`src/rtl/keypad_entry_if.sv`:
```
// Output bundle of keypad_entry: decoded key, entry register and publish pulse.
// The keypad itself (row/col) and the buttons stay as plain ports on the top.
interface keypad_entry_if;
    logic [3:0]  key_code;
    logic        key_strobe;
    logic [15:0] data;
    logic [2:0]  digit_count;
    logic        data_valid;

    modport master (
        output key_code, key_strobe, data, digit_count, data_valid
    );

    modport slave (
        input key_code, key_strobe, data, digit_count, data_valid
    );
endinterface

```
`src/rtl/keypad_entry.sv`:
```
// 4x4 hex keypad scanner, debouncer and 16-bit entry register with enter/clear.
// Optional macro KEYPAD_SATURATE_EN: stop shifting data once four digits are held.
module keypad_entry #(
    parameter int SCAN_DIV = 1000,
    parameter int DEBOUNCE = 50000
) (
    input  logic       clk,
    input  logic       reset,
    input  logic [3:0] row,
    input  logic       btn_enter,
    input  logic       btn_clear,
    output logic [3:0] col,
    keypad_entry_if.master bus
);
    localparam int DWW = (SCAN_DIV > 2) ? $clog2(SCAN_DIV) : 1;
    localparam int SBW = (DEBOUNCE > 2) ? $clog2(DEBOUNCE) : 1;
    localparam logic [DWW-1:0] DWELL_LAST  = DWW'(SCAN_DIV - 1);
    localparam logic [SBW-1:0] STABLE_LAST = SBW'(DEBOUNCE - 1);

    typedef enum logic [1:0] {SCAN, DEBOUNCE_ST, HOLD} state_t;

    state_t         state;
    logic [1:0]     col_idx;
    logic [DWW-1:0] dwell;
    logic [SBW-1:0] stable;
    logic [1:0]     row_lat;

    logic [3:0] row_s1, row_s2;
    logic       enter_s1, enter_s2, enter_prev;
    logic       clear_s1, clear_s2, clear_prev;

    logic       enter_edge, clear_edge;
    logic [3:0] row_low;
    logic       single;
    logic [1:0] row_idx;
    logic [3:0] code;
    logic       accept;

    function automatic logic [3:0] col_drive(input logic [1:0] idx);
        col_drive = ~(4'b0001 << idx);
    endfunction

    // Button syncs reset high so a button held through reset never fires.
    always_ff @(posedge clk) begin
        if (reset) begin
            row_s1     <= 4'hF;
            row_s2     <= 4'hF;
            enter_s1   <= 1'b1;
            enter_s2   <= 1'b1;
            enter_prev <= 1'b1;
            clear_s1   <= 1'b1;
            clear_s2   <= 1'b1;
            clear_prev <= 1'b1;
        end else begin
            row_s1     <= row;
            row_s2     <= row_s1;
            enter_s1   <= btn_enter;
            enter_s2   <= enter_s1;
            enter_prev <= enter_s2;
            clear_s1   <= btn_clear;
            clear_s2   <= clear_s1;
            clear_prev <= clear_s2;
        end
    end

    assign enter_edge = enter_s2 & ~enter_prev;
    assign clear_edge = clear_s2 & ~clear_prev;

    always_comb begin
        row_low = ~row_s2;
        single  = (row_low != 4'h0) && ((row_low & (row_low - 4'h1)) == 4'h0);
        unique case (row_low)
            4'b0010: row_idx = 2'd1;
            4'b0100: row_idx = 2'd2;
            4'b1000: row_idx = 2'd3;
            default: row_idx = 2'd0;
        endcase
        code   = {row_idx, col_idx};
        accept = (state == DEBOUNCE_ST) && single && (row_idx == row_lat)
                 && (stable == STABLE_LAST);
    end

    always_ff @(posedge clk) begin
        if (reset) begin
            state           <= SCAN;
            col_idx         <= 2'd0;
            col             <= 4'b1110;
            dwell           <= '0;
            stable          <= '0;
            row_lat         <= 2'd0;
            bus.key_code    <= 4'h0;
            bus.key_strobe  <= 1'b0;
            bus.data        <= 16'h0000;
            bus.digit_count <= 3'd0;
            bus.data_valid  <= 1'b0;
        end else begin
            bus.key_strobe <= 1'b0;
            bus.data_valid <= 1'b0;

            unique case (state)
                SCAN: begin
                    if (dwell == DWELL_LAST) begin
                        dwell <= '0;
                        if (single) begin
                            row_lat <= row_idx;
                            stable  <= '0;
                            state   <= DEBOUNCE_ST;
                        end else begin
                            col_idx <= col_idx + 2'd1;
                            col     <= col_drive(col_idx + 2'd1);
                        end
                    end else begin
                        dwell <= dwell + 1'b1;
                    end
                end
                DEBOUNCE_ST: begin
                    if (single && (row_idx == row_lat)) begin
                        if (stable == STABLE_LAST) begin
                            stable <= '0;
                            state  <= HOLD;
                        end else begin
                            stable <= stable + 1'b1;
                        end
                    end else begin
                        stable  <= '0;
                        state   <= SCAN;
                        col_idx <= col_idx + 2'd1;
                        col     <= col_drive(col_idx + 2'd1);
                    end
                end
                HOLD: begin
                    if (row_s2 == 4'hF) begin
                        if (stable == STABLE_LAST) begin
                            stable  <= '0;
                            state   <= SCAN;
                            col_idx <= col_idx + 2'd1;
                            col     <= col_drive(col_idx + 2'd1);
                        end else begin
                            stable <= stable + 1'b1;
                        end
                    end else begin
                        stable <= '0;
                    end
                end
                default: state <= SCAN;
            endcase

            // Clear outranks enter, and either one swallows a coincident key.
            if (clear_edge) begin
                bus.data        <= 16'h0000;
                bus.digit_count <= 3'd0;
            end else if (enter_edge) begin
                if (bus.digit_count != 3'd0) begin
                    bus.data_valid  <= 1'b1;
                    bus.digit_count <= 3'd0;
                end
            end else if (accept) begin
                bus.key_strobe <= 1'b1;
                bus.key_code   <= code;
`ifdef KEYPAD_SATURATE_EN
                if (bus.digit_count != 3'd4)
                    bus.data <= {bus.data[11:0], code};
`else
                bus.data <= {bus.data[11:0], code};
`endif
                if (bus.digit_count != 3'd4)
                    bus.digit_count <= bus.digit_count + 3'd1;
            end
        end
    end
endmodule

```
`src/flat_wrapper.sv`:
```
// flat-port wrapper written by rule: the top's interface ports become plain ports
module keypad_entry_flat 
#(
    parameter int SCAN_DIV = 1000,
    parameter int DEBOUNCE = 50000
)
  (clk, reset, row, btn_enter, btn_clear, col, bus_key_code, bus_key_strobe, bus_data, bus_digit_count, bus_data_valid);
  keypad_entry_if bus_i ();
  input  logic clk;
  input  logic reset;
  input  logic [3:0] row;
  input  logic btn_enter;
  input  logic btn_clear;
  output logic [3:0] col;
  output wire logic [$bits(bus_i.key_code)-1:0] bus_key_code;
  output wire logic [$bits(bus_i.key_strobe)-1:0] bus_key_strobe;
  output wire logic [$bits(bus_i.data)-1:0] bus_data;
  output wire logic [$bits(bus_i.digit_count)-1:0] bus_digit_count;
  output wire logic [$bits(bus_i.data_valid)-1:0] bus_data_valid;
  assign bus_key_code = bus_i.key_code;
  assign bus_key_strobe = bus_i.key_strobe;
  assign bus_data = bus_i.data;
  assign bus_digit_count = bus_i.digit_count;
  assign bus_data_valid = bus_i.data_valid;
  keypad_entry #(.SCAN_DIV(SCAN_DIV), .DEBOUNCE(DEBOUNCE)) u_core (.clk(clk), .reset(reset), .row(row), .btn_enter(btn_enter), .btn_clear(btn_clear), .col(col), .bus(bus_i));
endmodule
```
`config.mk`:
```
export PLATFORM = sky130hd
export DESIGN_NAME = keypad_entry_flat
export DESIGN_NICKNAME = d
export VERILOG_FILES = /design/src/rtl/keypad_entry_if.sv /design/src/rtl/keypad_entry.sv /design/src/flat_wrapper.sv
export SDC_FILE = /design/constraint.sdc
export NUM_CORES = 1
export LEC_CHECK = 0
export BUFFER_PORTS_ARGS = -buffer_cell sky130_fd_sc_hd__buf_2
export CAP_MARGIN = 20
export CORE_ASPECT_RATIO = 0.8
export CORE_MARGIN = 2
export CORE_UTILIZATION = 60
export CTS_BUF_LIST = sky130_fd_sc_hd__clkbuf_8
export CTS_CLUSTER_SIZE = 16
export DETAILED_ROUTE_END_ITERATION = 10
export PLACE_DENSITY = 0.81
export SYNTH_ARGS = -nofsm -noshare
export SYNTH_HDL_FRONTEND = slang
export SYNTH_SLANG_ARGS = --single-unit
```
`constraint.sdc`:
```
create_clock -name clk -period 2.8 [get_ports clk]
set_input_delay 0.14 -clock clk [delete_from_list [all_inputs] [get_ports clk]]
set_output_delay 0.14 -clock clk [all_outputs]
set_load 0.005 [all_outputs]
```
==> impl_metrics.tcl <==
set metrics [dict create \
    result_of_the_run "complete, no violations" \
    netlist_instances 369 \
    reg2reg_slack_ps 420 \
    worstSetupPathType "flip-flop to flip-flop" \
    tritoncts "done" \
    postLayoutSetupSlackWorst_ps 421 \
    hp-start "reset" \
    synthesis.yosys.warnings 0 \
    clock_slew_at_the_register_clock_pins_of_the_worst_setup_and_hold_paths_ps 80 \
    slew_viol_final 0 \
    clk-insertion-delay-late_ps 360 \
    first_global_vias 2503 \
    initialDrtViolationCount 155 \
    fin_setup_tns_ps 0 \
    timing.final.crit_period_ps 2380 \
    synth.top_cell.area_share_pct 44.4 \
    crit_path_max_incr_delay_ps 450 \
    rsz0062_at_grt "no" \
    synth-edff-count 0 \
    critical_path_s_top_delay_family "compound AO/OA/AOI/OAI gates" \
    rr_startpoint "u_core.state[0]" \
    detail_route.first_pass.iterations 4 \
    initial_core_util_pct 62.2 \
    global_route_wire_length_before_repair_um 11100 \
    crit_arrival_ps 2670 \
    cellLeakagePower_nw 1.55 \
    floorplan.core_area_sq_mm 0.00544 \
    leading_cell_type_in_the_layout_fill_and_taps_excluded "dfxtp_1" \
    root_buffer "clkbuf_8" \
    ys_async_sr_fraction_pct 0 \
    ios 37 \
    initial_antenna_violation_count 0 \
    gp_congestion 0.807 \
    area_growth_pct 14.2 \
    post_route_fraction_of_the_period_consumed_by_the_critical_path_pct 85.0 \
    tritoncts.num_buffers 9 \
    drt_wl_total_um 6330 \
    timing.final.hold_violations 0 \
    cellPowerDensity_mw_per_mm2 511 \
    final_hold_slack_ps 187 \
    relSlewSlack_pct 33.2 \
    syn-mean-instance-area_sq_um 9.16 \
    critical_path.slowest_cell "or3_1" \
    dominantRegCellSynth "dfxtp_1" \
    post_route_cells_drive_above_1_share_pct 19.8 \
    min_delay_path_depth 2 \
    diodes 0 \
    timing.critical_path.required_ps 3090 \
    synth.cell_area_sq_mm 0.00338 \
    synth_seq_cells 75 \
    synth.top_cells.by_area "dfxtp_1 (44%), mux2i_1 (7.1%), nor2_1 (6.8%)" \
    htree_num_levels 3 \
    final-instance-count-excl-fill 493 \
    chipWidth_um 87.9 \
    num_rows 24 \
    grt_max_degree 29 \
    min_path_type "input pin to flip-flop" \
    synthesized_nets 389 \
    path_max_fanout 15 \
    final.setup_skew_ps 9.96 \
    gr-usage-all-layers_pct 22.4 \
    synth-seq-area-share_pct 44.4 \
    routed_wire_length_per_instance_um 12.8 \
    synth_compound_gate_area_share_pct 10.9 \
    timing.fmax_mhz 420 \
    routed-via-count 2707 \
    place_worst_setup_slack_ps 444 \
    layout_common_cells "dfxtp_1 (75), nor2_1 (61), buf_2 (36)" \
    yosys.area_share.simple_pct 25.5 \
    synthAdderAreaFrac_pct 4.44 \
    final_core_utilization_pct 71.0 \
    vdd.ir_drop.worst_v 0.000422 \
    place.detailed.instances 471 \
    worstSetupEndpointType "flip-flop" \
    cts-resized-gates 0 \
    path_cells "inv_1 -> ha_1 -> inv_1 -> a41o_1 -> o311ai_2 -> or3_1 -> a21bo_1 -> a21oi_1" \
    placement.io_buffers 36 \
    nets 430 \
    post-synth-top-area-cell "dfxtp_1" \
    grt-ovfl-total 0 \
    final_hpwl_from_detailed_placement_um 4300 \
    synth_top_family_by_area "simple AND/OR/NAND/NOR gates" \
    final-setup-viol-count 0 \
    avgViaCountPerCell 5.49 \
    drt.antenna.violating_nets 0 \
    clkSinkCount 75 \
    path_common_cell "inv_1" \
    min_delay_worst_endpoint "u_core.col_idx[1]" \
    destination_of_the_worst_register_to_register_timing_path "u_core.stable[3]" \
    total_die_area_sq_mm 0.00625 \
    tightest_slew_ps 1000 \
    timing.critical_path.from_type "flip-flop" \
    synth_cell_types 57 \
    number_of_buffer_and_inverter_stages_on_the_critical_path 2 \
    chip_height_um 71.1 \
    worst_reg2reg_path_depth 8 \
    synth.mux.area_fraction_pct 7.11 \
    route.detailed.drc 0 \
    xor_xnor_portion_of_the_synthesized_cell_area_pct 3.89 \
    max-clock-path-buffers 2 \
    max_cap_violations 0 \
]
-- metal layers --
metal  part of all wire [%]  vias to the layer above  track usage (%)
met5                      0                        -                0
li1                       -                     1370                -
met1                     48                     1263             29.1
met2                     45                       67             34.3
met3                    5.5                        7             8.63
met4                    1.3                        0             7.69
-- sequential cells by signal (all words and copies together) (netlist names), 3 cells and up --
signal,count
u_core.col,4
u_core.stable,16
u_core.bus.data,16
u_core.row_s1,4
u_core.row_s2,4
u_core.bus.key_code,4
u_core.dwell,10
u_core.bus.digit_count,3
-- power breakdown --
part | internal [mW] | switching [mW]
registers | 1.08 | 0.00823
logic | 0.0312 | 0.0397
clock network | 0.408 | 0.407
total | 1.52 | 0.455
-- worst max-delay path by stage --
stage	start	end	slack, ps	depth (start not counted)
2_1_floorplan	u_core.stable[0]	u_core.bus.data[0]	690	9
3_3_place_gp	u_core.state[0]	u_core.stable[3]	470	8
3_5_place_dp	u_core.state[0]	u_core.stable[9]	440	8
4_1_cts	u_core.state[0]	u_core.stable[3]	430	8
5_1_grt	u_core.state[0]	u_core.stable[15]	230	8
6_report	u_core.state[0]	u_core.stable[3]	420	8
-- stage by stage --
| stage | total power, mW | cell area (sq um) |
|---|---|---|
| global placement | 1.17 | 3610 |
| CTS | 1.99 | 3860 |
| finish | 1.97 | 3860 |
| global route | 2.05 | 3860 |
| detailed placement | 1.18 | 3610 |
| floorplan | 1.16 | 3380 |
-- cell type report --
class,count,area [sq um]
Multi-Input combinational cell,265,1750
Clock buffer,9,124
Inverter,13,48.8
Timing Repair Buffer,46,270
Sequential cell,75,1500
Fill cell,427,1570
Tap cell,78,97.6
Clock inverter,7,67.6
-- Yosys cell counts (all sizes together) (2+ instances only) --
cell	count
o21ai	9
nor2b	4
or3	4
nor3	8
nand4b	2
nor4b	2
a21o	2
nand2b	2
inv	13
and2	3
nor2	62
a211o	4
nand3b	2
nand2	17
a21oi	18
buf	5
a31oi	3
nand4	10
xor2	4
or2	17
and3	8
clkbuf	11
dfxtp	75
nor3b	3
xnor2	11
nand3	9
nor4	4
o2111ai	2
ha	12
mux2i	24
-- kinds of logic (layout without fill, tap and decap cells) --
family	count (synthesis)	count (layout)
muxes	24	24
and+or+nand+nor	162	162
xor gates and xnor gates	15	15
buffers and inverters	29	75
adders and majority gates	12	12
DFF	75	75
AOI/OAI and AO/OA	52	52
-- worst register-to-register path, cell delays in order, from the launching register on --
cell and delay [ps]:
dfxtp_1 370, inv_1 90, ha_1 220, inv_1 170, a41o_1 320, o311ai_2 380, or3_1 450, a21bo_1 190
a21oi_1 120
-- timing repair --
item | in CTS | in global routing
endpoints found under the hold margin | 6 | 0
hold buffers | 6 | 0
setup endpoints to repair | 0 | 0
buffers inserted | 0 | 0
(Power assumes the default switching activity.)
